## config.mk

```make
export PLATFORM = sky130hd
export DESIGN_NAME = alu_op_sequencer
export DESIGN_NICKNAME = d
export VERILOG_FILES = /design/src/rtl/alu_op_sequencer.sv
export SDC_FILE = /design/constraint.sdc
export NUM_CORES = 1
export LEC_CHECK = 0
export CORE_UTILIZATION = 40
export CTS_CLUSTER_DIAMETER = 40
export DETAILED_ROUTE_END_ITERATION = 12
export PLACE_DENSITY = 0.84
export SYNTH_ARGS = -nofsm -noshare
export SYNTH_HDL_FRONTEND = slang
export SYNTH_SLANG_ARGS = --single-unit
```

## constraint.sdc

```tcl
create_clock -name clk -period 2.1 [get_ports clk]
set_input_delay 0.525 -clock clk [delete_from_list [all_inputs] [get_ports clk]]
set_output_delay 0.525 -clock clk [all_outputs]
set_load 0.02 [all_outputs]
```

## src/rtl/alu_op_sequencer.sv

```systemverilog
`default_nettype none
// ============================================================================
// Module   : alu_op_sequencer
// Holds one ALU operation's operands for a per-class latency, then returns
// Result/ResultHi as one or two write-back beats.
// Revision : 1.0
// ============================================================================
module alu_op_sequencer #(
   parameter int unsigned MUL_LAT = 2,
   parameter int unsigned DIV_LAT = 8,
   parameter int unsigned FP_LAT  = 4
) (
   input  logic        clk,
   input  logic        reset_n,
   input  logic        req_valid,
   output logic        req_ready,
   input  logic [3:0]  req_op,
   input  logic [31:0] req_a,
   input  logic [31:0] req_b,
   input  logic [31:0] req_imm,
   input  logic [3:0]  req_rd,
   input  logic [3:0]  req_rdhi,
   input  logic        req_setflags,
   output logic [3:0]  alu_ctrl,
   output logic [31:0] alu_a,
   output logic [31:0] alu_b,
   output logic [31:0] alu_extimm,
   input  logic [31:0] alu_result,
   input  logic [31:0] alu_resulthi,
   input  logic [3:0]  alu_flags,
   output logic        wb_valid,
   input  logic        wb_ready,
   output logic [3:0]  wb_rd,
   output logic [31:0] wb_data,
   output logic        wb_last,
   output logic        flags_we,
   output logic [3:0]  flags,
   output logic        dz_err,
   output logic        busy
);

   typedef enum logic [1:0] {
      IDLE  = 2'd0,
      EXEC  = 2'd1,
      WB_LO = 2'd2,
      WB_HI = 2'd3
   } state_t;

   localparam logic [7:0] c_mul_cnt = 8'(MUL_LAT - 1);
   localparam logic [7:0] c_div_cnt = 8'(DIV_LAT - 1);
   localparam logic [7:0] c_fp_cnt  = 8'(FP_LAT - 1);

   state_t      state_q, state_d;
   logic [3:0]  op_q, op_d;
   logic [31:0] a_q, a_d;
   logic [31:0] b_q, b_d;
   logic [31:0] imm_q, imm_d;
   logic [3:0]  rd_q, rd_d;
   logic [3:0]  rdhi_q, rdhi_d;
   logic        setflags_q, setflags_d;
   logic [7:0]  cnt_q, cnt_d;
   logic        is_long_q, is_long_d;
   logic        dz_q, dz_d;
   logic [31:0] res_lo_q, res_lo_d;
   logic [31:0] res_hi_q, res_hi_d;
   logic [3:0]  flags_q, flags_d;
   logic        first_wb_q, first_wb_d;
   logic [7:0]  lat_cnt;

   always_comb begin
      case (req_op)
         4'b0101, 4'b0110, 4'b0111:          lat_cnt = c_mul_cnt;
         4'b0100:                            lat_cnt = c_div_cnt;
         4'b1000, 4'b1001, 4'b1110, 4'b1111: lat_cnt = c_fp_cnt;
         default:                            lat_cnt = 8'd0;
      endcase
   end

   always_comb begin
      state_d    = state_q;
      op_d       = op_q;
      a_d        = a_q;
      b_d        = b_q;
      imm_d      = imm_q;
      rd_d       = rd_q;
      rdhi_d     = rdhi_q;
      setflags_d = setflags_q;
      cnt_d      = cnt_q;
      is_long_d  = is_long_q;
      dz_d       = dz_q;
      res_lo_d   = res_lo_q;
      res_hi_d   = res_hi_q;
      flags_d    = flags_q;
      first_wb_d = 1'b0;
      wb_valid   = 1'b0;
      wb_rd      = 4'd0;
      wb_data    = 32'd0;
      wb_last    = 1'b0;
      dz_err     = 1'b0;

      case (state_q)
         IDLE: begin
            if (req_valid) begin
               op_d       = req_op;
               a_d        = req_a;
               b_d        = req_b;
               imm_d      = req_imm;
               rd_d       = req_rd;
               rdhi_d     = req_rdhi;
               setflags_d = req_setflags;
               cnt_d      = lat_cnt;
               is_long_d  = (req_op == 4'b0101) || (req_op == 4'b0110);
               dz_d       = (req_op == 4'b0100) && (req_b == 32'd0);
               state_d    = EXEC;
            end
         end
         EXEC: begin
            if (cnt_q == 8'd0) begin
               // Divide-by-zero still runs the full latency, then overrides the ALU
               if (dz_q) begin
                  res_lo_d = 32'hFFFF_FFFF;
                  res_hi_d = 32'd0;
                  flags_d  = 4'b1000;
               end else begin
                  res_lo_d = alu_result;
                  res_hi_d = alu_resulthi;
                  flags_d  = alu_flags;
               end
               dz_err     = dz_q;
               first_wb_d = 1'b1;
               state_d    = WB_LO;
            end else begin
               cnt_d = cnt_q - 8'd1;
            end
         end
         WB_LO: begin
            wb_valid = 1'b1;
            wb_rd    = rd_q;
            wb_data  = res_lo_q;
            wb_last  = !is_long_q;
            if (wb_ready) begin
               state_d = is_long_q ? WB_HI : IDLE;
            end
         end
         WB_HI: begin
            wb_valid = 1'b1;
            wb_rd    = rdhi_q;
            wb_data  = res_hi_q;
            wb_last  = 1'b1;
            if (wb_ready) begin
               state_d = IDLE;
            end
         end
         default: state_d = IDLE;
      endcase
   end

   assign req_ready  = (state_q == IDLE);
   assign busy       = (state_q != IDLE);
   assign flags_we   = (state_q == WB_LO) && first_wb_q && setflags_q;
   assign flags      = flags_q;
   assign alu_ctrl   = op_q;
   assign alu_a      = a_q;
   assign alu_b      = b_q;
   assign alu_extimm = imm_q;

   always_ff @(posedge clk or negedge reset_n) begin
      if (!reset_n) begin
         state_q    <= IDLE;
         op_q       <= 4'd0;
         a_q        <= 32'd0;
         b_q        <= 32'd0;
         imm_q      <= 32'd0;
         rd_q       <= 4'd0;
         rdhi_q     <= 4'd0;
         setflags_q <= 1'b0;
         cnt_q      <= 8'd0;
         is_long_q  <= 1'b0;
         dz_q       <= 1'b0;
         res_lo_q   <= 32'd0;
         res_hi_q   <= 32'd0;
         flags_q    <= 4'd0;
         first_wb_q <= 1'b0;
      end else begin
         state_q    <= state_d;
         op_q       <= op_d;
         a_q        <= a_d;
         b_q        <= b_d;
         imm_q      <= imm_d;
         rd_q       <= rd_d;
         rdhi_q     <= rdhi_d;
         setflags_q <= setflags_d;
         cnt_q      <= cnt_d;
         is_long_q  <= is_long_d;
         dz_q       <= dz_d;
         res_lo_q   <= res_lo_d;
         res_hi_q   <= res_hi_d;
         flags_q    <= flags_d;
         first_wb_q <= first_wb_d;
      end
   end

endmodule
`default_nettype wire

```

Word-level counts from Yosys, hierarchy flattened:

Memory sizes are Yosys's and may differ from the RTL's.
Index checks and enable logic that the tools add are counted.

* $add $sub $neg: 1
* equality and inequality tests: 11
* mux-type cells: 20
* reductions and logical operators: 15

Operator list (count)
* $mux W32: 2
* $pmux W32 S2: 1
* $logic_not A32 Y1: 1
* $mux W8: 2
* $pmux W8 S2: 1
* $eq A4 B3 Y1 const B: 3
* $mux W2: 5
* $ne A2 B2 Y1 const B: 5
* $logic_not A8 Y1: 1
* $pmux W2 S4: 1
* $pmux W4 S2: 1
* $sub A8 B1 Y8 const B: 1
* $mux W1: 5
* $eq A2 B2 Y1 const B: 2
* $mux W4: 1
* $reduce_and A2 Y1: 2
* $reduce_and A4 Y1: 1
* $reduce_bool A2 Y1: 2
* $logic_and A1 B1 Y1: 3
* $reduce_and A3 Y1: 1
* $eq A2 B1 Y1 const B: 1
* $logic_not A2 Y1: 1
* $pmux W1 S2: 1
* $reduce_or A2 Y1: 1
* 2 further kinds: 2

* register bits: 190
* bits in read-only memories: 48
* input port bits: 181
* output and inout port bits: 146
* word-level logic and storage cells: 63
* memories: 1

Memory list
* (name not given): depth 16, width 3, read ports 1, clocked after Yosys merged registers in 0, write ports 0, line 71 `case (req_op)`

Logic depth before layout (Yosys ltp):

* word-level depth: 3
* depth in mapped cells: 9
* mapped depth without buffers: 6

Worst setup path after synthesis:

Ideal clock, no wire load.

* kind: reg2out
* start point: reg cnt_q[0]
* end point: out dz_err
* arrival time: 1731 ps
* required time: 1575 ps
* path slack: -156 ps
* cell stages (with the launch flop): 8
* buffers on the path: 2
* path through: dfrtp_1 -> inv_1 -> ha_1 -> nor3b_2 -> nand3_2 -> buf_6 -> buf_2 -> nor2_1

* longest elaborated chain between the ends: 3

RTL lines
* start, declared: line 61 `logic [7:0] cnt_q, cnt_d;`
* start signal, assigned: line 193 `cnt_q <= cnt_d;`
* $logic_not A8 Y1: line 118 `if (cnt_q == 8'd0) begin`
* $mux W1: line 118
* $mux W1: line 101 `case (state_q)`
* end, declared: line 38 `output logic dz_err,`

Every way passes these cells.

Worst setup path after layout:

* start point: reg state_q[0]
* end point: out dz_err

* longest elaborated chain between the ends: 2

RTL lines
* start, declared: line 53 `state_t state_q, state_d;`
* start signal, assigned: line 185 `state_q <= state_d;`
* $eq A2 B1 Y1: line 101
* $mux W1: line 101

Every way passes these cells.

==> reports/results.ini <==
[grt]
grt_pass1_wl_mm=39.6
grt-ovfl-total=0
grt_pass1_vias=7720
grt_antenna_before_repair=0
grtUsageTotal=0.236
grt_max_degree=138

[route]
wl_per_cell_um=15.8
drt-total-wl_mm=24.6
drt_iter0_markers=267
drc=0
vias=7423
dr.pass1.iters=4
post_drt_via_cell_ratio=4.78
postRouteAntennaNets=0

[clock_network]
clk_latency_ns=0.43
clock_tree.buffer_depth=2
path_clk_slew_ns=0.08
cts_buffers=17
h-tree-depth=4
clock-root-buffer=clkbuf_16
cts_tree=yes
cts_hold_buf=0
cts_num_sinks=190

[yosys]
synth_area_leaders=dfrtp_1, nand2_1, mux2i_1, o21ai_0, nor2b_1
synthArstFlopShare=1.00
synth_most_common_cell=nand2_1
ys_top_cells_by_count=nand2_1, dfrtp_1, o21ai_0, nor2_1, mux2i_1
syn_area_um2=8250
synth_edf_count=0
seq_area_frac_synth=0.576
synth_area_leader_cell=dfrtp_1
ys.flop_type=dfrtp_1
ys_seq_elements=190
mappedNetlistNets=1114
synth.distinct_cells=40
netlist.area_leader.share=0.576
avgSynthCellArea_um2=8.86
syn-instance-count=931
ys.warnings.count=0

[timing]
fin_crit_sh=1.02
whs_ns=0.0571
hold_viol=0
period_minus_slack_ns=2.13
tightestPinTransition_ns=0.645
skew_ns=0.00975
fmax_mhz=469
setup_viol=11
slew_viol_final=0
fin_ws_ns=-0.0324
slew_headroom=0.570
grt_setup_unrepaired=yes

[critical_path]
crit_path_max_incr_delay_ns=0.45
worstReg2RegEnd=res_lo_q[31]$_DFFE_PN0P_
slowest_stage=dfrtp_2
reg2reg_from=state_q[0]$_DFFE_PN0P_
rrSetupSlack_ns=0.15
critical_path_class=flop to primary output
cp_top_family=flip-flops
cp-start-kind=flop
r2r_cells=6
cp.arrival_ns=1.61
path_cells=buf_4 > buf_4 > and2b_1 > nand3_4 > nor2_4 > buf_6
end_kind=primary output
cp_max_fo=4
worstPathRequired_ns=1.57
critPathBufInv=3
worst_path_most_repeated_cell=buf_4

[finish]
layout-drive-gt1-share=0.114
syn_to_final_growth_pct=54.5
fin_nets=1452
diodes=0
final_cell_count_no_fill=1552

[power]
p_per_area_nw_per_um2=1480
total_power_mw=18.8
ir_worst_vdd_uv=905
p_leak_nw=6.29

[job]
drv_cap=0

[place]
dp_hpwl_mm=17.3
place_inst=1508
port_buffers=326
gp_congestion=0.862
place_ws_ns=-0.121

[die]
core_region_area_um2=20200
die_h_um=146
dieArea_um2=21200
die_x_um=146
rows=52
io_pins=327
initial_core_util=0.408

[worst_hold_path]
hp-class=input port to asynchronous set/reset pin

[outcome]
run_status=finished with violations
violations=negative setup slack

## per-stage QoR
| step | instance area, um^2 | utilization | TNS, ns |
|---|---|---|---|
| global placement | 12000 | 0.594 | -0.768 |
| finish | 12700 | 0.630 | -0.172 |
| CTS | 12700 | 0.629 | -2.25 |
| global route | 12700 | 0.630 | -1.73 |
| detailed placement | 12000 | 0.594 | -2.35 |
| floorplan | 8270 | - | 0 |
## cell families (layout without fill, tap and decap cells)
logic type,count (synthesis),after routing,share of synthesized area
AND/OR/NAND/NOR,541,541,0.270
flip-flops,190,190,0.576
AO/OA/AOI/OAI,89,89,0.0602
buffers and inverters,65,416,0.0382
multiplexers,39,39,0.0473
XOR/XNOR,5,5,0.00531
adder cells (fa/ha/maj),2,2,0.00303
## where the power goes
group | leakage (nW) | switching (mW) | internal (mW)
clock network | 0.312 | 1.57 | 1.95
logic | 3.64 | 4.65 | 4.18
registers | 2.33 | 1.05 | 5.42
## sequential cells by signal (all words and copies together) (netlist names)
name	count
rdhi_q	4
setflags_q	1
alu_a	32
first_wb_q	1
res_hi_q	32
cnt_q	8
alu_extimm	32
alu_ctrl	4
flags	4
is_long_q	1
res_lo_q	32
state_q	2
alu_b	32
rd_q	4
dz_q	1
## how the worst max path moves through the flow
stage / startpoint / endpoint / depth (start not counted)
floorplan: cnt_q[3]$_DFFE_PN0P_ / dz_err / 5
global placement: cnt_q[0]$_DFFE_PN0P_ / dz_err / 6
detailed placement: state_q[1]$_DFFE_PN0P_ / res_hi_q[24]$_DFFE_PN0P_ / 4
CTS: state_q[0]$_DFFE_PN0P_ / wb_data[5] / 6
global route: state_q[0]$_DFFE_PN0P_ / wb_data[5] / 5
finish: state_q[0]$_DFFE_PN0P_ / dz_err / 6
## cell type report
class                   instances  area (um^2)
multi-input cells             676         3230
clock inverters                15          219
well taps                     270          338
flip-flops and latches        190         4760
fillers                      1661         7490
inverters                       7         28.8
clock buffers                  17          425
repair buffers                377         3740
## timing repair
| action | CTS | global route |
|---|---|---|
| cloned | 2 | 0 |
| buffers inserted | 11 | 2 |
| endpoints found under the setup margin | 95 | 37 |
| pin swaps | 2 | 0 |
| gates resized for setup | 204 | 22 |
## layout by cell type, fill, tap and decap left out, drive strengths merged, types with 4 or more instances in the layout
cell type,n
a21oi,5
buf,92
clkbuf,18
clkdlybuf4s50,283
clkinv,4
dfrtp,190
inv,14
mux2i,39
nand2,436
nor2,42
nor2b,38
nor4,9
o21ai,73
xnor2,5
## per-layer routing
metal / wire length, um / global-route usage / vias up
met3: 1890 / 0.0680 / 23
met4: 352 / 0.0689 / 0
met5: 0 / 0 / -
li1: - / - / 3614
met2: 12400 / 0.413 / 269
met1: 9880 / 0.282 / 3517
No activity file was read; power rests on OpenSTA's default activity.
